<file path="src/rtl/cnt161_seq_if.sv">
// Bundle between the cnt161_seq sequencer and its user / 4-bit counter.
// rpt carries the interval repeat count R.
interface cnt161_seq_if #(
  parameter int unsigned W = 8
);
  logic         start;
  logic         stop;
  logic         pause;
  logic         mode;
  logic [3:0]   preset;
  logic [W-1:0] rpt;
  logic         tc;
  logic         pe;
  logic [3:0]   d;
  logic         cep;
  logic         cet;
  logic         busy;
  logic         done;
  logic [W-1:0] wraps;

  modport master (
    output start, stop, pause, mode, preset, rpt, tc,
    input  pe, d, cep, cet, busy, done, wraps
  );

  modport slave (
    input  start, stop, pause, mode, preset, rpt, tc,
    output pe, d, cep, cet, busy, done, wraps
  );
endinterface

</file>
<file path="src/rtl/cnt161_seq.sv">
// Sequencer driving a 4-bit synchronous counter: R segments of (16 - preset) counts
// plus a reload cycle each, with a one-cycle done pulse per interval.
module cnt161_seq #(
  parameter int unsigned W = 8
) (
  input  logic        CP,
  input  logic        CR,
  cnt161_seq_if.slave bus
);

  typedef enum logic [1:0] {StIdle, StLoad, StRun, StDone} state_e;

  state_e       state_q, state_d;
  logic [3:0]   preset_q, preset_d;
  logic [W-1:0] rpt_q, rpt_d;
  logic [W-1:0] wraps_q, wraps_d;
  logic         done_q, done_d;
  logic [W-1:0] wraps_inc;
  logic         cep;
  logic         wrap;

  // cep is the only combinational output so pause takes effect in the same cycle.
  assign cep       = (state_q == StRun) & ~bus.pause;
  assign wrap      = cep & bus.tc;
  assign wraps_inc = wraps_q + W'(1);

  always_comb begin
    state_d  = state_q;
    preset_d = preset_q;
    rpt_d    = rpt_q;
    wraps_d  = wraps_q;
    done_d   = 1'b0;
    unique case (state_q)
      StIdle: begin
        if (bus.start) begin
          preset_d = bus.preset;
          rpt_d    = bus.rpt;
          wraps_d  = '0;
          if (bus.rpt == '0) begin
            state_d = StDone;
            done_d  = 1'b1;
          end else begin
            state_d = StLoad;
          end
        end
      end
      StLoad: state_d = StRun;
      StRun: begin
        if (wrap) begin
          wraps_d = wraps_inc;
          if (wraps_inc == rpt_q) begin
            done_d = 1'b1;
            if (bus.mode) begin
              wraps_d = '0;
              state_d = StLoad;
            end else begin
              state_d = StDone;
            end
          end else begin
            state_d = StLoad;
          end
        end
      end
      StDone: state_d = StIdle;
      default: state_d = StIdle;
    endcase
    // stop wins everywhere; wraps is frozen for readout and start is not latched.
    if (bus.stop) begin
      state_d  = StIdle;
      done_d   = 1'b0;
      wraps_d  = wraps_q;
      preset_d = preset_q;
      rpt_d    = rpt_q;
    end
  end

  always_ff @(posedge CP or negedge CR) begin
    if (!CR) begin
      state_q  <= StIdle;
      preset_q <= '0;
      rpt_q    <= '0;
      wraps_q  <= '0;
      done_q   <= 1'b0;
    end else begin
      state_q  <= state_d;
      preset_q <= preset_d;
      rpt_q    <= rpt_d;
      wraps_q  <= wraps_d;
      done_q   <= done_d;
    end
  end

  assign bus.pe    = (state_q != StLoad);
  assign bus.d     = preset_q;
  assign bus.cet   = (state_q == StRun);
  assign bus.cep   = cep;
  assign bus.busy  = (state_q == StLoad) | (state_q == StRun);
  assign bus.done  = done_q;
  assign bus.wraps = wraps_q;

endmodule

</file>
<file path="src/flat_wrapper.sv">
// flat-port wrapper written by rule: the top's interface ports become plain ports
module cnt161_seq_flat 
#(
  parameter int unsigned W = 8
)
  (CP, CR, bus_start, bus_stop, bus_pause, bus_mode, bus_preset, bus_rpt, bus_tc, bus_pe, bus_d, bus_cep, bus_cet, bus_busy, bus_done, bus_wraps);
  cnt161_seq_if #(.W(W)) bus_i ();
  input  logic CP;
  input  logic CR;
  input wire logic [$bits(bus_i.start)-1:0] bus_start;
  input wire logic [$bits(bus_i.stop)-1:0] bus_stop;
  input wire logic [$bits(bus_i.pause)-1:0] bus_pause;
  input wire logic [$bits(bus_i.mode)-1:0] bus_mode;
  input wire logic [$bits(bus_i.preset)-1:0] bus_preset;
  input wire logic [$bits(bus_i.rpt)-1:0] bus_rpt;
  input wire logic [$bits(bus_i.tc)-1:0] bus_tc;
  output wire logic [$bits(bus_i.pe)-1:0] bus_pe;
  output wire logic [$bits(bus_i.d)-1:0] bus_d;
  output wire logic [$bits(bus_i.cep)-1:0] bus_cep;
  output wire logic [$bits(bus_i.cet)-1:0] bus_cet;
  output wire logic [$bits(bus_i.busy)-1:0] bus_busy;
  output wire logic [$bits(bus_i.done)-1:0] bus_done;
  output wire logic [$bits(bus_i.wraps)-1:0] bus_wraps;
  assign bus_i.start = bus_start;
  assign bus_i.stop = bus_stop;
  assign bus_i.pause = bus_pause;
  assign bus_i.mode = bus_mode;
  assign bus_i.preset = bus_preset;
  assign bus_i.rpt = bus_rpt;
  assign bus_i.tc = bus_tc;
  assign bus_pe = bus_i.pe;
  assign bus_d = bus_i.d;
  assign bus_cep = bus_i.cep;
  assign bus_cet = bus_i.cet;
  assign bus_busy = bus_i.busy;
  assign bus_done = bus_i.done;
  assign bus_wraps = bus_i.wraps;
  cnt161_seq #(.W(W)) u_core (.CP(CP), .CR(CR), .bus(bus_i));
endmodule
</file>
<file path="config.mk">
export PLATFORM = sky130hd
export DESIGN_NAME = cnt161_seq_flat
export DESIGN_NICKNAME = d
export VERILOG_FILES = /design/src/rtl/cnt161_seq_if.sv /design/src/rtl/cnt161_seq.sv /design/src/flat_wrapper.sv
export SDC_FILE = /design/constraint.sdc
export NUM_CORES = 1
export LEC_CHECK = 0
export BUFFER_PORTS_ARGS = -buffer_cell sky130_fd_sc_hd__buf_2
export CAP_MARGIN = 20
export CORE_MARGIN = 2
export CORE_UTILIZATION = 46
export DETAILED_ROUTE_END_ITERATION = 10
export PLACE_DENSITY = 0.74
export SYNTH_ARGS = -nofsm -noshare
export SYNTH_HDL_FRONTEND = slang
export SYNTH_SLANG_ARGS = --single-unit
</file>
<file path="constraint.sdc">
create_clock -name CP -period 2.15 [get_ports CP]
set_input_delay 0.215 -clock CP [delete_from_list [all_inputs] [get_ports CP]]
set_output_delay 0.215 -clock CP [all_outputs]
set_load 0.01 [all_outputs]
</file>
# == Word level (Yosys, flattened, before mapping) ==
# Cells that the tools add are included.
# word_totals
out_inout_bits,17
ff_bits,23
inputBits,19
elab_cells,44
# classes
n_eq_ne,9
reduce_logical,6
bitwise,5
n_mux,18
add_sub_neg,1
# op_table
operator,n
$mux W8,4
$pmux W8 S2,1
$mux W2,6
$add A8 B1 Y8 const B,1
$eq A8 B8 Y1,1
$logic_not A8 Y1,1
$pmux W2 S4,1
$mux W1,5
$eq A2 B2 Y1 const B,2
$ne A2 B1 Y1 const B,2
$reduce_and A4 Y1,1
$ne A3 B2 Y1 const B,1
$ne A3 B3 Y1 const B,1
$reduce_and A3 Y1,1
$and A1 B1 Y1,2
$eq A2 B1 Y1 const B,1
$logic_not A2 Y1,1
$ne A2 B2 Y1 const B,1
$not A1 Y1,2
$pmux W1 S2,1
$reduce_and A2 Y1,1
$reduce_bool A2 Y1,1
$or A1 B1 Y1,1

# == Depth between registers and ports, before layout ==
# logic_depth
word_depth,6
depth_mapped,8
mapped_depth_nobuf,7

# == Least setup slack after synthesis ==
# Ideal clock, no wire load.
# synth_timing
kind,register to register
from,register u_core.wraps_q[0] (netlist: u_core.bus.wraps[0])
to,register u_core.wraps_q[6] (netlist: u_core.bus.wraps[6])
arrival_time_ns,2.196
required_ns,2.008
setup_slack_ns,-0.188
n_path_buf,1
path_stages_with_launch,9
setup_time_ns,0.142
period_less_slack_ns,2.338
path_cell_list,dfrtp_1 -> ha_1 -> nand3_4 -> a311o_1 -> a22o_1 -> a2111o_1 -> buf_6 -> a31oi_1 -> a31oi_1
# synth_between
elab_chain_len,5
word_cells_on_any_way,6
classes_between,1 x add/sub; 1 x eq/ne; 4 x mux
# synth_lines
element,line,rtl
"start, declared",cnt161_seq.sv:16,"logic [W-1:0] wraps_q, wraps_d;"
"start signal, assigned",cnt161_seq.sv:88,wraps_q <= wraps_d;
$add A8 B1 Y8 *,cnt161_seq.sv:25,assign wraps_inc = wraps_q + W'(1);
$eq A8 B8 Y1 / $mux W8 (equally long branches),"cnt161_seq.sv:51, cnt161_seq.sv:53",
$mux W8 *,cnt161_seq.sv:51,if (wraps_inc == rpt_q) begin
$mux W8 *,cnt161_seq.sv:49,if (wrap) begin
$pmux W8 S2 *,cnt161_seq.sv:33,unique case (state_q)
# Every way passes the cells marked *; elsewhere a longest branch is shown, timed or not. The select of a mux whose other input is x is not followed.
# A chain may end at the register's enable or synchronous reset.

# == Worst setup path after layout ==
# layout_timing
from,register u_core.wraps_q[1] (netlist: u_core.bus.wraps[1])
to,register u_core.wraps_q[6] (netlist: u_core.bus.wraps[6])
# The elaborated chain is that of the path after synthesis.

==> results.sh <==
export IMPL_min_path_cells=2
export IMPL_grt_max_degree=24
export IMPL_synthArstFlopShare=1.00
export IMPL_layout_commonest_cell="buf_2"
export IMPL_period_share=1.00
export IMPL_finalMaxSlewViolations=0
export IMPL_violations="setup timing"
export IMPL_syn_inst=132
export IMPL_path_max_fanout=7
export IMPL_multi_input_area_um2=728
export IMPL_rows=19
export IMPL_finalNonFillerCells=214
export IMPL_internal_power_mw=1.06
export IMPL_areaGrowthSynthToFinish_pct=29.1
export IMPL_worstSetupStartpointType="flip-flop"
export IMPL_syn_nets=155
export IMPL_syn_avg_cell_area_um2=10.0
export IMPL_tightest_slew_ns=0.579
export IMPL_core_area_um2=2760
export IMPL_synth_cell_types=34
export IMPL_drt_iter0_markers=29
export IMPL_timing_rr_start="u_core.bus.wraps[1]"
export IMPL_comb_power_share=0.470
export IMPL_synthAdderAreaFrac=0.0378
export IMPL_finalNetCount=207
export IMPL_irDropWorstVdd_mv=0.853
export IMPL_status="finished, violations left"
export IMPL_reg2reg_depth=7
export IMPL_hold_viol=0
export IMPL_synth_edf_count=0
export IMPL_dp_cells=206
export IMPL_cts_root_buffer_cell="clkbuf_4"
export IMPL_dieWidth_um=57.7
export IMPL_wl_per_cell_um=14.3
export IMPL_maxCapViolCount=0
export IMPL_syn_area_um2=1330
export IMPL_post_drt_via_cell_ratio=5.48
export IMPL_endpoint_kind="flip-flop"
export IMPL_layout_common_cells="35 x buf_2, 19 x dfrtp_1, 16 x buf_4"
export IMPL_hp_start="bus_stop"
export IMPL_drtAntennaViolNets=0
export IMPL_overflow=0
export IMPL_ys_seq_area_frac=0.434
export IMPL_crit_type="flip-flop to flip-flop"
export IMPL_cp_data_arrival_time_ns=2.35
export IMPL_whs_endpoint="u_core.bus.done"
export IMPL_hp_class="input pin to flip-flop"
export IMPL_io_buffer_count=35
export IMPL_cts_sinks=23
export IMPL_power_density_nw_per_um2=1010
export IMPL_hpwl_mm=2.34
export IMPL_cts_tree="yes"
export IMPL_antennaDiodeCount=0
export IMPL_rr_endpoint="u_core.bus.wraps[6]"
export IMPL_fmax_mhz=465
export IMPL_clk_path_buf_depth=2
export IMPL_numCtsBuffers=3
export IMPL_start_util=0.480
export IMPL_switchingPower_uw=657
export IMPL_worst_r2r_setup_slack_ns=-0.002
export IMPL_grt_use_total=0.207
export IMPL_setup_ws_ns=-0.00178
export IMPL_dr_pass1_iters=4
export IMPL_grt_pass1_wl_mm=5.21
export IMPL_die_area_um2=3330
export IMPL_regArea_um2=581
export IMPL_ys_warn_count=0
export IMPL_synth_xor_area_frac=0.0661
export IMPL_dieHeight_um=57.7
export IMPL_synth_top_family_by_area="simple AND/OR/NAND/NOR gates"
export IMPL_p_leak_nw=0.806
export IMPL_globalplace_congestion=0.941
export IMPL_seq_power_share=0.409
export IMPL_ys_seq_elements=23
export IMPL_worst_slew_margin_rel=0.613
export IMPL_antenna_found_initial=0
export IMPL_path_clk_slew_ns=0.13
export IMPL_p_sw_frac=0.382
export IMPL_io_pins=36
export IMPL_setup_viol=1
export IMPL_fin_crit_ns=2.15
export IMPL_rsz0062_at_grt="true"
export IMPL_htree_levels=1
export IMPL_timing_hold_ws_ns=0.0881
export IMPL_critPathRequiredTime_ns=2.35
export IMPL_clock_latency_ns=0.31
export IMPL_fill_cells=246
export IMPL_drive_above_1_share=0.432
export IMPL_drt_wl_total_mm=3.06
export IMPL_power_mw=1.72
export IMPL_dr_total_vias=1173
export IMPL_grt_pass1_vias=1168
export IMPL_synthMuxAreaShare=0.110
export IMPL_ys_flop_type="dfrtp_1"
export IMPL_p_clk_frac=0.121
export IMPL_yosys_area_share_simple=0.174
export IMPL_drc=0
export IMPL_synth_compound_area_share=0.131
export IMPL_clock_skew_ns=0.00117
area by class of cell:
| class | instances | share of cell area |
|---|---|---|
| multi-input cells | 96 | 0.426 |
| inverters | 8 | 0.0176 |
| repair buffers | 52 | 0.178 |
| flip-flops and latches | 23 | 0.339 |
| clock inverters | 1 | 0.00293 |
| clock buffers | 3 | 0.0132 |
| well taps | 31 | 0.0227 |
critical path, cell delays in order, from the launching register on:
cell	delay (ns)
dfrtp_2	0.46
ha_4	0.19
nand3_4	0.10
nor2_2	0.04
or4b_4	0.49
a2111o_2	0.52
a31oi_1	0.17
a31oi_1	0.06
worst max path at each step:
stage	start	end
2_1_floorplan	u_core.bus.wraps[0]	u_core.bus.wraps[6]
3_3_place_gp	u_core.bus.wraps[0]	u_core.bus.wraps[7]
3_5_place_dp	u_core.bus.wraps[1]	u_core.bus.wraps[6]
4_1_cts	u_core.bus.wraps[1]	u_core.bus.wraps[6]
5_1_grt	u_core.bus.wraps[1]	u_core.bus.wraps[7]
6_report	u_core.bus.wraps[1]	u_core.bus.wraps[6]
logic make-up (layout without fill, tap and decap cells):
family	Yosys count	count (layout)
compound gates	26	27
xor+xnor	10	10
fa+ha+maj	4	4
buf+inv	14	64
flops	23	23
mux	13	13
simple gates	42	42
flip-flops by register name, summed over array words and instances, names as in the netlist:
signal,flops
u_core.bus.wraps,8
u_core.bus.d,4
u_core.state_q,2
u_core.rpt_q,8
u_core.bus.done,1
layer usage:
metal	vias up	wire length, um	GRT usage
met5	-	0	0
met4	0	26	0.0797
met3	2	188	0.0313
met2	43	1530	0.344
met1	548	1310	0.272
li1	580	-	-
power by group through the flow:
stage	clock (mW)	combinational [mW]	sequential, mW
floorplan	0	0.498	0.723
global placement	0	0.753	0.701
detailed placement	0	0.777	0.714
CTS	0.215	0.801	0.703
global route	0.237	0.894	0.726
finish	0.208	0.809	0.703
metrics by stage:
stage / area [um^2] / worst slack [ns] / utilization / setup TNS, ns
6_report: 1710 / -0.00178 / 0.620 / -0.00178
5_1_grt: 1710 / -0.0645 / 0.620 / -0.310
4_1_cts: 1690 / -0.0451 / 0.612 / -0.118
3_5_place_dp: 1630 / -0.0576 / 0.590 / -0.276
3_3_place_gp: 1630 / -0.0234 / 0.590 / -0.0711
2_1_floorplan: 1340 / -0.0169 / - / -0.0169
synthesized netlist by cell type, types with 2 or more instances:
| cell type | instances | area share |
|---|---|---|
| mux2_2 | 12 | 0.10 |
| ha_1 | 4 | 0.038 |
| a311o_1 | 2 | 0.015 |
| nand2_1 | 7 | 0.020 |
| dfrtp_1 | 23 | 0.43 |
| nor3_1 | 2 | 0.0076 |
| a21oi_1 | 5 | 0.019 |
| inv_1 | 8 | 0.023 |
| xnor2_1 | 6 | 0.040 |
| nand2b_1 | 3 | 0.014 |
| a31oi_1 | 9 | 0.042 |
| clkbuf_1 | 2 | 0.0057 |
| and3_1 | 2 | 0.0094 |
| nand4_1 | 2 | 0.0094 |
| nand3_1 | 8 | 0.030 |
| or4_1 | 2 | 0.011 |
| xor2_1 | 4 | 0.026 |
| nor2_1 | 10 | 0.028 |
| o21ai_0 | 4 | 0.015 |
| a22o_1 | 2 | 0.013 |
| buf_2 | 2 | 0.0076 |
what timing repair did:
action / 4_1_cts / 5_1_grt
endpoints found under the setup margin: 8 / 10
endpoints found under the hold margin: 23 / 0
buffers inserted: 1 / 1
resized for setup: 3 / 6
pin swaps: 6 / 3
hold buffers: 1 / 0
gates cloned: 1 / 0
(Power assumes the default switching activity.)
